===== src/rtl/nibble_add_sequencer.sv =====
// Serial wide add/subtract over a shared external 4-bit ripple adder: one nibble per
// clock, least-significant first, with valid/ready handshakes on operands and result.
module nibble_add_sequencer #(
  parameter int NIBBLES = 4
) (
  input  logic                 clk,
  input  logic                 rst_n,
  input  logic                 in_valid,
  output logic                 in_ready,
  input  logic [4*NIBBLES-1:0] in_a,
  input  logic [4*NIBBLES-1:0] in_b,
  input  logic                 in_cin,
  input  logic                 in_sub,
  output logic                 out_valid,
  input  logic                 out_ready,
  output logic [4*NIBBLES-1:0] out_sum,
  output logic                 out_cout,
  output logic                 out_ovf,
  output logic [3:0]           add_a,
  output logic [3:0]           add_b,
  output logic                 add_cin,
  input  logic [3:0]           add_sum,
  input  logic                 add_cout
);

  localparam int W  = 4 * NIBBLES;
  localparam int IW = (NIBBLES > 1) ? $clog2(NIBBLES) : 1;
  localparam logic [IW-1:0] IDX_LAST = IW'(NIBBLES - 1);

  typedef enum logic [1:0] {
    S_IDLE = 2'd0,
    S_RUN  = 2'd1,
    S_DONE = 2'd2
  } state_e;

  state_e        state_q, state_d;
  logic [W-1:0]  a_q, a_d;
  logic [W-1:0]  b_q, b_d;
  logic [W-1:0]  sum_q, sum_d;
  logic          carry_q, carry_d;
  logic          cout_q, cout_d;
  logic          ovf_q, ovf_d;
  logic          ready_q, ready_d;
  logic          valid_q, valid_d;
  logic [IW-1:0] idx_q, idx_d;
  logic [3:0]    nib_a_s, nib_b_s;

  // Select the operand nibbles addressed by the current index.
  always_comb begin
    nib_a_s = 4'b0000;
    nib_b_s = 4'b0000;
    for (int n = 0; n < NIBBLES; n++) begin
      nib_a_s = (idx_q == IW'(n)) ? a_q[4*n +: 4] : nib_a_s;
      nib_b_s = (idx_q == IW'(n)) ? b_q[4*n +: 4] : nib_b_s;
    end
  end

  // The external adder sees zeros outside RUN so it never toggles while idle.
  assign add_a   = (state_q == S_RUN) ? nib_a_s : 4'b0000;
  assign add_b   = (state_q == S_RUN) ? nib_b_s : 4'b0000;
  assign add_cin = (state_q == S_RUN) ? carry_q : 1'b0;

  assign in_ready  = ready_q;
  assign out_valid = valid_q;
  assign out_sum   = sum_q;
  assign out_cout  = cout_q;
  assign out_ovf   = ovf_q;

  // Next-state and datapath update logic.
  always_comb begin
    state_d = state_q;
    a_d     = a_q;
    b_d     = b_q;
    sum_d   = sum_q;
    carry_d = carry_q;
    cout_d  = cout_q;
    ovf_d   = ovf_q;
    idx_d   = idx_q;
    case (state_q)
      S_IDLE: begin
        if (in_valid && ready_q) begin
          // Subtraction is A + ~B + 1, so the caller's carry-in is dropped.
          a_d     = in_a;
          b_d     = in_sub ? ~in_b : in_b;
          carry_d = in_sub ? 1'b1 : in_cin;
          idx_d   = '0;
          state_d = S_RUN;
        end else begin
          state_d = S_IDLE;
        end
      end
      S_RUN: begin
        for (int n = 0; n < NIBBLES; n++) begin
          sum_d[4*n +: 4] = (idx_q == IW'(n)) ? add_sum : sum_q[4*n +: 4];
        end
        carry_d = add_cout;
        idx_d   = idx_q + IW'(1);
        if (idx_q == IDX_LAST) begin
          cout_d  = add_cout;
          ovf_d   = (a_q[W-1] == b_q[W-1]) && (add_sum[3] != a_q[W-1]);
          state_d = S_DONE;
        end else begin
          state_d = S_RUN;
        end
      end
      S_DONE: begin
        if (out_ready) begin
          state_d = S_IDLE;
        end else begin
          state_d = S_DONE;
        end
      end
      default: begin
        state_d = S_IDLE;
      end
    endcase
  end

  assign ready_d = (state_d == S_IDLE);
  assign valid_d = (state_d == S_DONE);

  // State and datapath registers with synchronous active-low reset.
  always_ff @(posedge clk) begin
    if (!rst_n) begin
      state_q <= S_IDLE;
      a_q     <= '0;
      b_q     <= '0;
      sum_q   <= '0;
      carry_q <= 1'b0;
      cout_q  <= 1'b0;
      ovf_q   <= 1'b0;
      idx_q   <= '0;
      ready_q <= 1'b0;
      valid_q <= 1'b0;
    end else begin
      state_q <= state_d;
      a_q     <= a_d;
      b_q     <= b_d;
      sum_q   <= sum_d;
      carry_q <= carry_d;
      cout_q  <= cout_d;
      ovf_q   <= ovf_d;
      idx_q   <= idx_d;
      ready_q <= ready_d;
      valid_q <= valid_d;
    end
  end

endmodule


===== config.mk =====
export PLATFORM = sky130hd
export DESIGN_NAME = nibble_add_sequencer
export DESIGN_NICKNAME = d
export VERILOG_FILES = /design/src/rtl/nibble_add_sequencer.sv
export SDC_FILE = /design/constraint.sdc
export NUM_CORES = 1
export LEC_CHECK = 0
export ABC_AREA = 1
export BUFFER_PORTS_ARGS = -buffer_cell sky130_fd_sc_hd__buf_2
export CAP_MARGIN = 20
export CORE_UTILIZATION = 43
export DETAILED_ROUTE_END_ITERATION = 16
export HOLD_SLACK_MARGIN = 0.05
export PLACE_DENSITY = 0.68
export SYNTH_ARGS = -nofsm -noshare
export SYNTH_HDL_FRONTEND = slang
export SYNTH_SLANG_ARGS = --single-unit

===== constraint.sdc =====
create_clock -name clk -period 2.3 [get_ports clk]
set_input_delay 0.46 -clock clk [delete_from_list [all_inputs] [get_ports clk]]
set_output_delay 0.46 -clock clk [all_outputs]
set_load 0.1 [all_outputs]

* Word level (Yosys, flattened, before mapping) *
Cells that the tools add are included.

operators by class
  $add $sub $neg = 1
  reduce and logical (&&, ||, !) cells = 12
  multiplexer cells = 21
  equal/unequal tests = 9
  bitwise gates (word level) = 1

operators with widths
  operator                                        count
  two-way mux 4 bit                               10
  two-way mux 16 bit                              1
  inverter 16 bit                                 1
  AND reduction 2 bit                             6
  == test 2 bit (second input constant)           4
  logical NOT 2 bit                               3
  two-way mux 2 bit                               3
  one-hot mux 2 bit (3 select lines)              1
  == test 2 x 1 -> 1 bit (second input constant)  2
  two-way mux 1 bit                               4
  one-hot mux 2 bit (2 select lines)              1
  adder 2 x 1 -> 2 bit (second input constant)    1
  logical AND 1 bit                               2
  != test 2 bit (second input constant)           1
  one-hot mux 1 bit (2 select lines)              1
  nonzero test 2 bit                              1
  == test 1 bit                                   1
  != test 1 bit                                   1

word-level totals
  logic and storage cells = 57
  flip-flop bits (word level) = 57
  output and inout port bits = 29

* Logic depth before layout (Yosys ltp) *
  depth in word-level cells = 6
  mapped depth = 7
  mapped depth without buffers = 7

* Worst setup path after synthesis *
No wires, ideal clock.

  path kind = register to output
  start point = register state_q[0]
  end point = output port add_a[3]
  cell stages (with the launch flop) = 6
  arrival = 2184 ps
  setup slack = -344 ps
  required time = 1840 ps
  cell sequence = dfxtp_1 > inv_2 > nor2_4 > nand2_1 > buf_2 > o21ai_1

on the way
  word-level cells in the longest chain between the ends = 2

RTL lines
  what                      line  RTL
  start: declaration        36    state_e state_q, state_d;
  start signal: assignment  136   state_q <= state_d;
  == test 2 x 1 -> 1 bit    59    assign add_a = (state_q == S_RUN) ? nib_a_s : 4'b0000;
  two-way mux 4 bit         59
  end: declaration          19    output logic [3:0] add_a,

Every way passes these cells.

* Final worst setup path *
  start point = register idx_q[1]
  end point = output port add_b[3]

on the way
  word-level cells in the longest chain between the ends = 6
  elaborated cells between the ends (all ways) = 9

RTL lines
  what                             line  RTL
  start: declaration               45    logic [IW-1:0] idx_q, idx_d;
  start signal: assignment         143   idx_q <= idx_d;
  logical NOT 2 bit                54    nib_b_s = (idx_q == IW'(n)) ? b_q[4*n +: 4] : nib_b_s;
  two-way mux 4 bit (3 in series)  54
  two-way mux 4 bit (*)            54
  two-way mux 4 bit (*)            60    assign add_b = (state_q == S_RUN) ? nib_b_s : 4'b0000;
  end: declaration                 20    output logic [3:0] add_b,

Mark *: on every way between the ends. The rest lies on a longest branch, timed or not.

==> impl_metrics.toml <==
[detailed_routing]
met1_length_um = 2824
top_layer_used = "met4"
firstDrtPassIters = 4
wl_met2_um = 2883
wl_per_cell_um = 12.21
wl_met3_um = 354
wirelength_um = 6176
drc = 0
via_per_inst = 4.933
vias = 2496
first_iter_violations = 180
ant_nets = 0

[sta]
worst_slew_pin_slew_ns = 0.5669
fmax_mhz = 452.2
setup_tns_ns = 0
clock_skew_ns = 0.004687
finalHoldViolCount = 0
min_period_ns = 2.212
finalSetupViolCount = 0
drv_slew = 0
slew_headroom = 0.6215
fin_ws_ns = 0.08849
rsz0062_at_grt = "true"
fin_crit_sh = 0.9615

[clocking]
clock_latency_ns = 0.34
cts_max_level = 3
clockRootBuffer = "clkbuf_8"
cts.clk_slew.worst_paths_ns = 0.06
cts_buffer_depth = 2
cts_tree = "yes"
cts_buffers = 9
clock-sinks = 57

[cells_and_area]
nets = 476
n_antenna_cell = 0
final_core_util = 0.5864
fillers = 558
final_area_um2 = 3308
area_delta_synth_final_pct = 27.61
instances_no_fill = 506
drive_gt1_frac = 0.2512

[die]
io_pins = 72
core-area_um2 = 5642
std_cell_rows = 27
die_y_um = 79.65
fp.dieW_um = 79.65
die-area_um2 = 6343
initial_utilization = 0.4595

[logic_synthesis]
synth_most_common_cell = "nand2_1"
syn_nets = 406
yosysTopAreaCellShare = 0.4402
syn_area_um2 = 2592
synth_enable_flop_cells = 0
synthFlopType = "dfxtp_1"
synthArstFlopShare = 0
synth_warnings = 0
ys_seq_area_frac = 0.4402
netlist_top_cells_count = "nand2_1 (86), dfxtp_1 (57), a21oi_1 (44), nor2_1 (43), nand3_1 (34)"
syn_area_per_cell_um2 = 7.221
ys_ff_latch = 57
syn_inst = 359
synth_largest_area_cell = "dfxtp_1"
ys_top_cells_by_area = "dfxtp_1 (44%), nand2_1 (12%), a21oi_1 (8.5%)"
ys_types = 23

[global_routing]
grt-ovfl-total = 0
first_global_vias = 2237
antenna_found_initial = 0
grt_start_max_net_pins = 35
grt_usage = 0.2128
grt_pass1_wl_um = 10140

[placement]
post_dp_cell_area_um2 = 3098
placed_cells = 490
dp_hpwl_um = 4330
io_buffers = 71
gp_congestion = 0.7866
pre_cts_slack_ns = 0.1884

[setup_path]
r2r-start = "idx_q[0]"
crit_fanout = 13
worst_ep_required_time_ns = 1.84
crit_path_end_kind = "output port"
start_kind = "flip-flop"
cp.arrival_ns = 1.75
crit_start = "idx_q[1]"
crit_type = "flip-flop to output port"

[pwr]
power_leakage_uw = 0.001435
power_density_nw_per_um2 = 670.9
vdd_ir_drop_max_uv = 317.9

[min_path]
hp-class = "primary input to flip-flop"
holdCritStartpoint = "in_a[13]"

[flow_run]
maxCapViolCount = 0

[outcome]
outcome = "finished, final reports clean"
==> area by class of cell <==
| type | instances | area, um^2 | share of cell area |
|---|---|---|---|
| multi-input combinational | 258 | 1284 | 0.3880 |
| timing repair buffer | 79 | 539.3 | 0.1630 |
| clock inverter | 6 | 35.03 | 0.01059 |
| clock buffer | 10 | 127.6 | 0.03858 |
| sequential | 57 | 1142 | 0.3453 |
| inverter | 24 | 90.09 | 0.02723 |
| tap | 72 | 90.09 | 0.02723 |
==> through the flow <==
step                total power, uW  hold WS (ns)
floorplan                      1349        0.4436
global placement               1449        0.4469
detailed placement             1455        0.4535
CTS                            2230        0.3664
global route                   2326        0.3855
finish                         2219        0.3704
==> worst max-delay path, cell delays in order (launching register included) <==
cell and delay (ns):
dfxtp_2 0.35, inv_1 0.12, ha_2 0.22, buf_6 0.17, a21oi_1 0.08, nand2_1 0.07
nand3_1 0.06, o21ai_1 0.14, buf_12 0.21
==> registers in the layout, indices dropped and copies added, names as in the netlist <==
register and flops:
a_q 16, b_q 16, out_sum 16, idx_q 2, state_q 2, carry_q 1, in_ready 1, out_cout 1
out_ovf 1, out_valid 1
==> metal layers <==
| metal | up-vias | track usage |
|---|---|---|
| li1 | 1292 | - |
| met1 | 1113 | 0.2569 |
| met2 | 79 | 0.3556 |
| met3 | 12 | 0.04571 |
| met4 | 0 | 0.1036 |
| met5 | - | 0 |
==> layout by cell type, fill, tap and decap left out, types with 4 or more instances in the layout <==
master / count
clkinv_2: 4
o21ai_0: 21
nor2_1: 43
nand2_1: 85
nand3_1: 34
dfxtp_1: 56
buf_12: 8
a21oi_1: 44
clkbuf_8: 9
inv_1: 20
buf_4: 7
xor2_1: 16
buf_2: 63
==> worst paths after layout <==
kind | endpoint | slack (ns) | cells after the start
hold / removal | a_q[13] | 0.37 | 3
setup / recovery | add_b[3] | 0.09 | 8
hold reg to reg | out_sum[4] | 0.46 | 2
setup reg to reg | out_ovf | 0.88 | 7
==> repair_timing <==
item | in CTS | in global routing
resized for setup | 3 | 9
hold buffers | 0 | 0
endpoints found under the setup margin | 8 | 8
buffers inserted | 0 | 0
==> power by group <==
group	total [uW]	internal (uW)	leakage [uW]	switching [uW]
sequential	1070	1040	0.000465	28.0
clock	777	382	0.0000818	395
combinational	376	126	0.000888	250
==> cell families after synthesis <==
logic type                 count (synthesis)  synth area share
AOI/OAI and AO/OA                         68            0.1322
xor gates and xnor gates                  16           0.05405
adders and majority gates                  4           0.01931
buffers and inverters                     44           0.08108
DFF                                       57            0.4402
and+or+nand+nor                          170            0.2732
Note: power is estimated with default switching activity, not from simulation.
